File: config.mk
export PLATFORM = sky130hd
export DESIGN_NAME = seq_item_arbiter
export DESIGN_NICKNAME = d
export VERILOG_FILES = /design/src/rtl/seq_item_arbiter.sv
export SDC_FILE = /design/constraint.sdc
export NUM_CORES = 1
export LEC_CHECK = 0
export BUFFER_PORTS_ARGS = -buffer_cell sky130_fd_sc_hd__buf_2
export CORE_MARGIN = 2
export CORE_UTILIZATION = 32
export DETAILED_ROUTE_END_ITERATION = 16
export PLACE_DENSITY = 0.82
export SLEW_MARGIN = 20
export SYNTH_ARGS = -nofsm -noshare
export SYNTH_HDL_FRONTEND = slang
export SYNTH_SLANG_ARGS = --single-unit
File: constraint.sdc
create_clock -name clk -period 1.6 [get_ports clk]
set_clock_uncertainty 0.05 [all_clocks]
set_input_delay 0.08 -clock clk [delete_from_list [all_inputs] [get_ports clk]]
set_output_delay 0.08 -clock clk [all_outputs]
set_load 0.005 [all_outputs]
File: src/rtl/seq_item_arbiter.sv
// seq_item_arbiter: round-robin arbiter sharing one driver-side item port
// between NUM_REQ sequence requesters. A grant lasts for a whole multi-beat
// item, which ends on the beat with last=1. The owner's beats pass through
// to the driver combinationally under a valid/ready handshake.
//
// Optional feature: define SEQ_ITEM_ARBITER_LOCK_EN to add the req_lock
// input. The owner can then keep the grant across item boundaries without
// an idle bubble between items.

module seq_item_arbiter #(
  parameter int NUM_REQ = 4,
  parameter int DATA_W  = 32,
  parameter int ID_W    = $clog2(NUM_REQ)
) (
  input  logic                      clk,
  input  logic                      rst_n,
  input  logic [NUM_REQ-1:0]        req_valid,
  input  logic [NUM_REQ*DATA_W-1:0] req_data,
  input  logic [NUM_REQ-1:0]        req_last,
`ifdef SEQ_ITEM_ARBITER_LOCK_EN
  input  logic [NUM_REQ-1:0]        req_lock,
`endif
  output logic [NUM_REQ-1:0]        req_ready,
  output logic                      item_valid,
  output logic [DATA_W-1:0]         item_data,
  output logic                      item_last,
  input  logic                      item_ready,
  output logic [ID_W-1:0]           grant_id,
  output logic                      busy
);

  typedef enum logic {
    IDLE = 1'b0,
    XFER = 1'b1
  } state_t;

  state_t            state_q,    state_d;
  logic [ID_W-1:0]   rr_ptr_q,   rr_ptr_d;
  logic [ID_W-1:0]   grant_id_q, grant_id_d;

  // Per-requester views of the flattened data bus.
  logic [DATA_W-1:0] data_arr [NUM_REQ];

  // Round-robin search result.
  logic              win_found;
  logic [ID_W-1:0]   win_idx;

  // Handshake events for the current owner.
  logic              beat_fire;
  logic              last_fire;
  logic              hold_grant;

  // Split the flat data bus into one slice per requester.
  always_comb begin
    for (int i = 0; i < NUM_REQ; i++) begin
      data_arr[i] = req_data[i*DATA_W +: DATA_W];
    end
  end

  // Pick the first requester after rr_ptr, wrapping modulo NUM_REQ.
  always_comb begin
    // NOTE: every variable gets a default before any conditional write, so
    // no path leaves it unassigned and no latch is inferred.
    int              cand;
    logic [ID_W-1:0] cand_idx;
    win_found = 1'b0;
    win_idx   = '0;
    cand      = 0;
    cand_idx  = '0;
    for (int k = 1; k <= NUM_REQ; k++) begin
      cand = int'(rr_ptr_q) + k;
      if (cand >= NUM_REQ) begin
        cand = cand - NUM_REQ;
      end
      cand_idx = ID_W'(cand);
      if (!win_found && req_valid[cand_idx]) begin
        win_found = 1'b1;
        win_idx   = cand_idx;
      end
    end
  end

  // Beat and end-of-item detection for the granted requester.
  always_comb begin
    beat_fire = (state_q == XFER) && req_valid[grant_id_q] && item_ready;
    last_fire = beat_fire && req_last[grant_id_q];
`ifdef SEQ_ITEM_ARBITER_LOCK_EN
    // Only the owner's lock bit matters; everyone else's is ignored.
    hold_grant = req_lock[grant_id_q];
`else
    hold_grant = 1'b0;
`endif
  end

  // State register: async reset aborts any item in flight.
  always_ff @(posedge clk or negedge rst_n) begin
    if (!rst_n) begin
      state_q    <= IDLE;
      rr_ptr_q   <= ID_W'(NUM_REQ - 1);
      grant_id_q <= '0;
    end else begin
      // NOTE: sequential state uses non-blocking assignments so every flop
      // samples the pre-edge values regardless of statement order.
      state_q    <= state_d;
      rr_ptr_q   <= rr_ptr_d;
      grant_id_q <= grant_id_d;
    end
  end

  // Next-state logic: grant in IDLE, release on an unlocked last beat.
  always_comb begin
    state_d    = state_q;
    rr_ptr_d   = rr_ptr_q;
    grant_id_d = grant_id_q;
    unique case (state_q)
      IDLE: begin
        if (win_found) begin
          grant_id_d = win_idx;
          state_d    = XFER;
        end
      end
      XFER: begin
        // A locked owner keeps the grant and leaves rr_ptr untouched.
        if (last_fire && !hold_grant) begin
          rr_ptr_d = grant_id_q;
          state_d  = IDLE;
        end
      end
      default: begin
        state_d = IDLE;
      end
    endcase
  end

  // Output logic: quiet in IDLE, owner pass-through in XFER.
  always_comb begin
    req_ready  = '0;
    item_valid = 1'b0;
    item_data  = '0;
    item_last  = 1'b0;
    busy       = 1'b0;
    if (state_q == XFER) begin
      busy                  = 1'b1;
      item_valid            = req_valid[grant_id_q];
      item_data             = data_arr[grant_id_q];
      item_last             = req_last[grant_id_q];
      req_ready[grant_id_q] = item_ready;
    end
  end

  // grant_id keeps its last value in IDLE; it is meaningful only while busy.
  assign grant_id = grant_id_q;

endmodule

Yosys cells after proc, flatten, opt, wreduce, memory -nomap -nowiden. Cells that the tools add are included.

Output and inout port bits: 41. Logic and storage cells: 74. Flip-flop bits (word level): 5. Input bits: 139.

Add/sub/neg operators: 8. Bitwise logic cells: 3. Reductions and logical operators: 12. Muxes and demuxes: 37. Magnitude comparators: 11.

Operator list (number): $mux 32 (3); $bmux 32 s2 (1); $mux 1 (16); $mux 2 (8); $lt 2x3->1 const B (5); $bmux 1 s2 (6); $ge 3x3->1 const B (4); $sub 2x1->2 const B (4); $logic_and 1x1->1 (7); $add 2x2->3 const B (2); $add 2x3->4 const B (1); $and 4x4->4 (1); $ge 4x3->1 const B (1); $mux 4 (1); $reduce_and 2->1 (2); $add 2x1->3 const B (1); $logic_not 1->1 (3); $not 2->3 (1); $demux 1 s2 (1); $ge 2x1->1 const B (1); $pmux 1 s2 (1); $not 1->1 (1).

Depth between registers and ports, before layout. Gate-level depths: netlist of run 1.

Word-level depth: 17. Mapped depth: 4. Gate-level depth less buffers: 3.

Least setup slack after synthesis of run 1. OpenSTA, ideal clock, no wires.

Path kind: register -> output. Start: register grant_id_q[0] (netlist: grant_id[0]). End: output item_data[10]. Setup slack: 46 ps. Arrival time: 1424 ps. Cell stages (with the launch flop): 5. Path buffers: 2. Required time: 1470 ps. Cells stage by stage: dfrtp_1 -> buf_6 -> buf_6 -> mux4_2 -> and2_1.

Cells in the longest elaborated chain, start to end: 5.

Ends and longest elaborated chain: from (decl) (line 39) `logic [ID_W-1:0] grant_id_q, grant_id_d;`; from (signal assigned) (line 106) `grant_id_q <= grant_id_d;`; $not 2->3 (implied by the code) (line 145) `item_data = data_arr[grant_id_q];`; $bmux 32 s2 (line 145); $mux 32 (implied by the code) (2 in series) (line 145); $mux 32 (line 142) `if (state_q == XFER) begin`; to (decl) (line 25) `output logic [DATA_W-1:0] item_data,`.

Every way passes these cells. The select of a mux whose other input is x is not followed.

Worst setup path after layout of run 1.
Start: register grant_id_q[0] (netlist: grant_id[0]). End: output item_data[23].

The elaborated chain is that of the path after synthesis.

==> results.yml, run 1 <==
synthesis:
  syn_area_per_cell_sq_um: 12.1
  synth_nets: 252
  synth-seq-cells: 5
  yosysTopAreaCellShare_pct: 56.1
  async_flop_share_pct: 100
  yosys_warnings: 0
  synth_cell_types: 25
  netlist_instances: 113
  ys.flop_type: "dfrtp_1"
  yosysSeqAreaShare_pct: 9.35
  synth.largest_area_cell: "mux4_2"
  synth.area.top_cells: "mux4_2, and2_1, dfrtp_1"
  synth_edf_count: 0
  syn-cell-area_sq_um: 1370
cts:
  cts_sinks: 5
  tritoncts: "yes"
  cts.clk_slew.worst_paths_ns: 0.03
  clock_path_buffers: 2
  h-tree-depth: 1
  cts_buffers: 3
  cts_root_buffer: "clkbuf_8"
  clock_latency_ns: 0.22
grt:
  grt_pass1_vias: 1968
  grt_pass1_wl_microns: 9570
  antenna_found_initial: 0
  overflow: 0
  track_usage_pct: 24.6
  grt_max_degree: 24
drt:
  wirelength_microns: 6360
  ant_nets: 0
  wl_per_cell_microns: 18.5
  drc_errors: 0
  vias: 1833
  viasPerCell: 5.33
  firstDrtPassIters: 4
  drt_iter0_markers: 79
timing:
  setup_slack_ns: -0.193
  finalHoldViolations: 0
  rsz0062_at_grt: "true"
  period_share_pct: 112
  whs_ns: 0.153
  finalSetupViolCount: 36
  finalCriticalPeriod_ns: 1.79
  fmax_mhz: 558
  tightest_slew_ns: 0.242
  maxSlewHeadroom_pct: 83.9
  finalMaxSlewViolations: 0
worst_setup_path:
  arrival_ns: 1.66
  cp_max_fo: 22
  crit_required_ns: 1.47
  start_kind: "register"
  cp-end-kind: "primary output"
  critical_path_class: "register to primary output"
placed_design:
  routabilityCongestion: 0.843
  dp.final_hpwl_microns: 5140
  portBuffers: 179
die:
  start_util_pct: 33.6
  pin_count: 180
  die_height_microns: 69.3
  die_area_sq_um: 4800
  core_area_sq_um: 4060
  row_count: 23
  die_w_microns: 69.3
outcome:
  failed_checks: "setup timing"
  status: "finished, violations left"
power:
  peakVddDrop_uv: 1020
  p_leak_nw: 1.33
  power_per_cell_area_nw_per_um2: 1660
  power_mw: 4.33
cells_and_area:
  nets: 434
  diodes: 0
  num-fill-cells: 319
  syn_to_final_growth_pct: 91.6
  layout-drive-gt1-share_pct: 86.7
worst_hold_path:
  hold_path.class: "primary input to async pin"
job:
  drv_cap: 0
-- where the power goes --
group / switching, mW / internal [mW]
Combinational: 1.34 / 2.46
Clock: 0.0564 / 0.171
Sequential: 0.0980 / 0.212
Total: 1.49 / 2.84
-- placed cells by master, fill, tap and decap left out, types with 2 or more instances in the layout --
cell type,count
a21o_1,2
buf_2,157
and2_4,23
dfstp_2,2
mux4_2,34
buf_6,24
nor3_1,2
buf_4,5
buf_12,2
and2_1,11
nand2_1,3
nor2_1,4
inv_1,2
clkbuf_8,3
nand2b_1,2
dfrtp_2,2
-- metal layers --
layer	routed length [microns]	global-route usage, %	vias to the layer above
met5	0	0	-
met4	263	10.5	0
met3	374	3.34	26
met2	3440	45.1	102
met1	2280	28.4	894
li1	-	-	811
-- cell families after synthesis --
family          share of synthesized area [%]
compound gates                           3.30
buf+inv                                  5.96
flops                                    9.35
mux                                      59.3
simple gates                             22.1
-- worst paths after layout --
| check | start | to | slack, ns | cells after the start |
|---|---|---|---|---|
| setup / recovery | grant_id[0] | item_data[23] | -0.19 | 4 |
| hold / removal | rst_n | grant_id[1] | 0.15 | 2 |
| setup reg to reg | grant_id[0] | rr_ptr_q[0] | -0.10 | 4 |
| hold reg to reg | grant_id[0] | rr_ptr_q[0] | 0.56 | 1 |
| max in group asynchronous | rst_n | rr_ptr_q[0] | 1.14 | 2 |
| min in group clk | item_ready | state_q | 0.18 | 3 |
-- Yosys cell counts (2+ instances only) --
library cell and n:
buf_2 5, clkbuf_1 4, mux2_1 2, nor2_1 4, nor3_1 2, nand2_1 3, dfrtp_1 3, inv_1 2
nand2b_1 2, buf_6 3, and2_1 34, a21o_1 2, mux4_2 34, dfstp_2 2
-- state kept, by name, indices dropped and copies added, names as in the netlist --
register,cells
rr_ptr_q,2
state_q,1
grant_id,2
-- worst max-delay path, cell delays in order (launching register included) --
cell,delay [ns]
dfrtp_2,0.41
buf_12,0.21
mux4_2,0.53
and2_4,0.18
buf_6,0.11
-- layout make-up --
cell class	instances	area, sq um	area share, %
Clock buffer	4	45.0	1.72
Inverter	2	7.51	0.287
Multi-Input combinational cell	94	1230	46.9
Sequential cell	5	130	4.98
Tap cell	50	62.6	2.39
Timing Repair Buffer	189	1140	43.7
-- what timing repair did --
item / in CTS / in global routing
pin swaps: 1 / 0
setup buffers: 2 / 0
endpoints found under the hold margin: 5 / 0
endpoints found under the setup margin: 36 / 37
resized for setup: 17 / 33
hold buffers: 1 / 0
-- per-stage QoR --
stage          setup TNS [ns]  setup WS, ns  instances  area [sq um]  utilization [%]
6_report                -5.50        -0.193        344          2620             64.4
4_1_cts                 -5.69        -0.194        344          2470             60.9
5_1_grt                 -7.75        -0.254        344          2620             64.4
2_1_floorplan               0        0.0460        113          1370                -
3_5_place_dp                0       0.00118        337          2330             57.4
3_3_place_gp                0        0.0171        337          2330             57.4
No activity file was read; power rests on OpenSTA's default activity.
==> run 2: changes to the inputs <==
--- a/config.mk
+++ b/config.mk
@@ -6,9 +6,11 @@
 export NUM_CORES = 1
 export LEC_CHECK = 0
 export BUFFER_PORTS_ARGS = -buffer_cell sky130_fd_sc_hd__buf_2
+export CORE_ASPECT_RATIO = 0.9
 export CORE_MARGIN = 2
 export CORE_UTILIZATION = 32
 export DETAILED_ROUTE_END_ITERATION = 16
+export HOLD_SLACK_MARGIN = 0.12
 export PLACE_DENSITY = 0.82
 export SLEW_MARGIN = 20
 export SYNTH_ARGS = -nofsm -noshare
==> run 2 against run 1 <==
Net effect: sequential cell count stayed put; clock power is essentially flat; the flow still finishes with violations (setup timing); non-clock buffer count did not move; highest routed layer unchanged; combinational power is 8.2% lower; worst setup slack got worse by 0.0033 ns; first-iteration DRC count is 8.9% higher; core utilization is 2.4 points lower; worst hold slack worse by 0.0041 ns; clock-buffer cell count did not move; sequential share of layout area is 0.090 points higher.
==> results.yml, run 2 (same netlist as run 1, synthesis figures left out) <==
worst_setup_path:
  start_kind: "register"
  critPathBufInv: 2
  critPathMaxStageDelay_ns: 0.54
  cp_top_family: "multiplexers"
  cpMaxStageDelayCell: "mux4_2"
  cp_max_fo: 22
  arrival_ns: 1.67
  crit_required_ns: 1.47
  critical_path_class: "register to primary output"
  cp-end-kind: "primary output"
  crit_chain: "buf_12 -> mux4_2 -> and2_4 -> buf_6"
timing:
  maxSlewHeadroom_pct: 84.0
  whs_ns: 0.149
  finalCriticalPeriod_ns: 1.80
  fmax_mhz: 557
  finalSetupViolCount: 36
  finalMaxSlewViolations: 0
  period_share_pct: 112
  finalHoldViolations: 0
  tightest_slew_ns: 0.240
  rsz0062_at_grt: "true"
  setup_slack_ns: -0.196
  tns_ns: -5.22
outcome:
  failed_checks: "setup timing"
  status: "finished, violations left"
placed_design:
  preCtsSetupSlack_ns: -0.00612
  dp.final_hpwl_microns: 4800
  portBuffers: 179
  placed_area_sq_um: 2330
  placed_cells: 335
  routabilityCongestion: 0.841
drt:
  met2WireLength_microns: 3120
  ant_nets: 0
  wl_met3_microns: 400
  top_layer: "met4"
  wl_met1_microns: 2050
  drt_iter0_markers: 86
  wirelength_microns: 5700
  wl_per_cell_microns: 16.7
  firstDrtPassIters: 4
  vias: 1799
  drc_errors: 0
  viasPerCell: 5.26
power:
  pwr-share-comb_pct: 86.8
  swShare_pct: 34.8
  intPower_mw: 2.62
  peakVddDrop_uv: 1010
  power_mw: 4.02
  power_frac_seq_pct: 7.5
  p_leak_nw: 1.30
  clockPowerShare_pct: 5.7
  power_per_cell_area_nw_per_um2: 1580
  power.switching_mw: 1.40
grt:
  overflow: 0
  antenna_found_initial: 0
  grt_pass1_wl_microns: 8310
  track_usage_pct: 22.5
  grt_pass1_vias: 1775
  grt_max_degree: 25
cts:
  tritoncts: "yes"
  cts_sinks: 5
  cts_root_buffer: "clkbuf_8"
  cts.clk_slew.worst_paths_ns: 0.04
  cts_buffers: 3
  clock_path_buffers: 2
  clock_latency_ns: 0.22
  h-tree-depth: 1
cells_and_area:
  final_common_cell: "buf_2"
  num-fill-cells: 334
  final_cell_mix: "buf_2, mux4_2, and2_1"
  syn_to_final_growth_pct: 86.3
  layout-drive-gt1-share_pct: 84.0
  diodes: 0
  nets: 434
  fin_util_pct: 62.0
  layoutNonFillerInstCount: 342
  design_area_sq_um: 2540
die:
  die_area_sq_um: 4800
  die_w_microns: 72.8
  pin_count: 180
  core_area_sq_um: 4100
  start_util_pct: 33.3
  die_height_microns: 66.0
  row_count: 22
worst_hold_path:
  hold_path.class: "primary input to async pin"
job:
  drv_cap: 0
[run 2: cell count changes in the layout (fill, tap and decap cells not counted)]
cell and change:
and2_1 +8, buf_6 -9, mux2_1 -1, and2_4 -8
buf_4 +2, dfrtp_2 -1, buf_2 +7, dfrtp_1 +1
mux2_4 +1
[run 2: worst register-to-register path: stages (launching register included)]
cell,delay [ns]
dfrtp_2,0.41
buf_4,0.13
mux4_2,0.53
nand4_4,0.15
mux2_4,0.31
[run 2: timing repair]
action | in CTS | in global routing
cloned | 0 | 0
pin swaps | 2 | 0
setup buffers | 2 | 0
hold buffers | 1 | 0
hold endpoints to repair | 5 | 0
resized for setup | 9 | 24
endpoints found under the setup margin | 36 | 36
[run 2: worst paths after layout]
check	start	cells after the start	slack [ns]	to
min reg2reg	rr_ptr_q[0]	1	0.59	rr_ptr_q[0]
min in group clk	req_valid[0]	3	0.22	state_q
max reg2reg	grant_id[0]	4	-0.06	rr_ptr_q[1]
max in group asynchronous	rst_n	2	1.14	rr_ptr_q[0]
min	rst_n	2	0.15	state_q
max	grant_id[0]	4	-0.20	item_data[16]
[run 2: layout make-up]
class / count / area [sq um] / share of cell area [%]
inverters: 2 / 7.51 / 0.295
clock buffers: 4 / 45.0 / 1.77
flip-flops and latches: 5 / 129 / 5.07
repair buffers: 189 / 1090 / 42.9
well taps: 48 / 60.1 / 2.36
multi-input cells: 94 / 1210 / 47.6
[run 2: routing by layer]
| metal | up-vias | track usage (%) |
|---|---|---|
| met3 | 16 | 4.42 |
| met2 | 105 | 42.4 |
| met5 | - | 0 |
| li1 | 812 | - |
| met4 | 0 | 6.48 |
| met1 | 866 | 25.5 |
[run 2: power groups by stage]
stage / combinational (mW) / clock (mW) / sequential (mW)
2_1_floorplan: 1.91 / 0 / 0.277
3_3_place_gp: 2.84 / 0 / 0.293
3_5_place_dp: 2.89 / 0 / 0.301
4_1_cts: 3.09 / 0.234 / 0.298
5_1_grt: 3.77 / 0.251 / 0.310
6_report: 3.49 / 0.229 / 0.300
==> run 3: changes to the inputs <==
==> constraint.sdc (replaced) <==
create_clock -name clk -period 1.6 [get_ports clk]
set_clock_uncertainty 0.05 [all_clocks]
set_input_delay 0.24 -clock clk [delete_from_list [all_inputs] [get_ports clk]]
set_output_delay 0.24 -clock clk [all_outputs]
set_load 0.005 [all_outputs]
==> run 3 against run 2 <==
Net effect: the run still ends with setup timing left; worst setup slack got worse by 0.22 ns; routed wire length is 5.6% higher; highest routed layer unchanged; via count rose by 0.89%; worst hold slack improved by 0.16 ns; core utilization increased by 3.3 points; global-route usage rose by 0.85 points; sequential share of layout area is 0.21 points lower; largest power group unchanged; maximum frequency down 11%.
==> results.yml, run 3 (same netlist as run 1, synthesis figures left out) <==
outcome:
  status: "finished, violations left"
  failed_checks: "setup timing"
drt:
  firstDrtPassIters: 4
  drc_errors: 0
  wirelength_microns: 6020
  viasPerCell: 5.14
  drt_iter0_markers: 27
  vias: 1815
  wl_per_cell_microns: 17.1
  ant_nets: 0
worst_setup_path:
  start_kind: "register"
  rr_worst_depth: 6
  cp_max_fo: 5
  arrival_ns: 1.72
  critical_path_class: "register to primary output"
  cp-end-kind: "primary output"
  crit_required_ns: 1.31
grt:
  track_usage_pct: 23.3
  antenna_found_initial: 0
  grt_max_degree: 22
  overflow: 0
  grt_pass1_vias: 1800
  grt_pass1_wl_microns: 8580
die:
  die_w_microns: 72.8
  core_area_sq_um: 4100
  die_height_microns: 66.0
  row_count: 22
  start_util_pct: 33.3
  pin_count: 180
  die_area_sq_um: 4800
cells_and_area:
  layoutNonFillerInstCount: 353
  final_cell_mix: "buf_2, mux4_2, and2_1"
  diodes: 0
  layout-drive-gt1-share_pct: 83.9
  nets: 445
  fin_util_pct: 65.3
  final_common_cell: "buf_2"
  syn_to_final_growth_pct: 96.3
  num-fill-cells: 352
placed_design:
  routabilityCongestion: 0.889
  portBuffers: 179
  placed_cells: 337
  dp.final_hpwl_microns: 4830
cts:
  cts_sinks: 5
  clock_path_buffers: 2
  tritoncts: "yes"
  cts_buffers: 3
  h-tree-depth: 1
  cts.clk_slew.worst_paths_ns: 0.04
  cts_root_buffer: "clkbuf_8"
  clock_latency_ns: 0.23
timing:
  rsz0062_at_grt: "true"
  finalSetupViolCount: 41
  finalCriticalPeriod_ns: 2.01
  tightest_slew_ns: 0.212
  finalHoldViolations: 0
  setup_slack_ns: -0.415
  period_share_pct: 126
  maxSlewHeadroom_pct: 85.9
  tns_ns: -13.10
  finalMaxSlewViolations: 0
  fmax_mhz: 496
worst_hold_path:
  hold_path.class: "primary input to async pin"
job:
  drv_cap: 0
power:
  p_leak_nw: 1.37
  power_per_cell_area_nw_per_um2: 1600
  peakVddDrop_uv: 958
==> run 3: cell count changes in the layout (fill, tap and decap cells not counted), sizes merged <==
cell	previous run	this run
buf	188	198
clkbuf	4	5
==> run 3: worst paths after layout <==
kind                            endpoint  slack, ns         from
hold / removal                   state_q       0.30        rst_n
setup reg to reg             rr_ptr_q[0]      -0.22  grant_id[0]
hold reg to reg              rr_ptr_q[1]       0.57  grant_id[1]
max in group asynchronous    rr_ptr_q[1]       0.98        rst_n
setup / recovery           item_data[14]      -0.41  grant_id[0]
min in group clk             rr_ptr_q[1]       0.36   item_ready
==> run 3: worst max-delay path, stage by stage, from the launching register on <==
cell and delay (ns):
dfrtp_2 0.42, buf_12 0.14, buf_12 0.12, buf_16 0.13, mux4_2 0.43, and2_4 0.15
buf_6 0.10
==> run 3: area by class of cell <==
type / count / area [sq um] / share of cell area [%]
Clock buffer: 4 / 45.0 / 1.68
Multi-Input combinational cell: 94 / 1210 / 45.1
Sequential cell: 5 / 130 / 4.86
Tap cell: 48 / 60.1 / 2.24
Inverter: 2 / 7.51 / 0.280
Timing Repair Buffer: 200 / 1230 / 45.8
==> run 3: through the flow <==
| stage | setup slack [ns] | cell area (sq um) | hold slack, ns | total power, mW |
|---|---|---|---|---|
| floorplan | -0.0880 | 1380 | -0.106 | 2.24 |
| global placement | -0.140 | 2340 | 0.00598 | 3.15 |
| detailed placement | -0.165 | 2340 | 0.00783 | 3.21 |
| CTS | -0.398 | 2630 | 0.299 | 4.11 |
| global route | -0.471 | 2680 | 0.313 | 4.64 |
| finish | -0.415 | 2680 | 0.304 | 4.29 |
==> run 3: where the power goes <==
group | leakage [nW] | switching (mW) | internal [mW] | total (mW)
Combinational | 1.29 | 1.31 | 2.44 | 3.75
Clock | 0.0228 | 0.0675 | 0.171 | 0.239
Sequential | 0.0515 | 0.0943 | 0.212 | 0.307
Total | 1.37 | 1.47 | 2.82 | 4.29
==> run 3: repair_timing <==
action                                  in CTS  in global routing
cloned                                       3                  1
pin swaps                                   14                  0
buffers inserted                             8                  0
gates resized for setup                     14                 14
hold buffers                                 1                  0
endpoints found under the setup margin      37                 41
endpoints found under the hold margin        5                  0
==> run 3: layer usage <==
layer | routed length, microns | vias up | share of wire, % | track usage [%]
li1 | - | 835 | - | -
met1 | 2190 | 884 | 36 | 28.8
met2 | 3310 | 86 | 55 | 41.0
met3 | 432 | 10 | 7.2 | 4.57
met4 | 82 | 0 | 1.4 | 7.18
met5 | 0 | - | 0 | 0
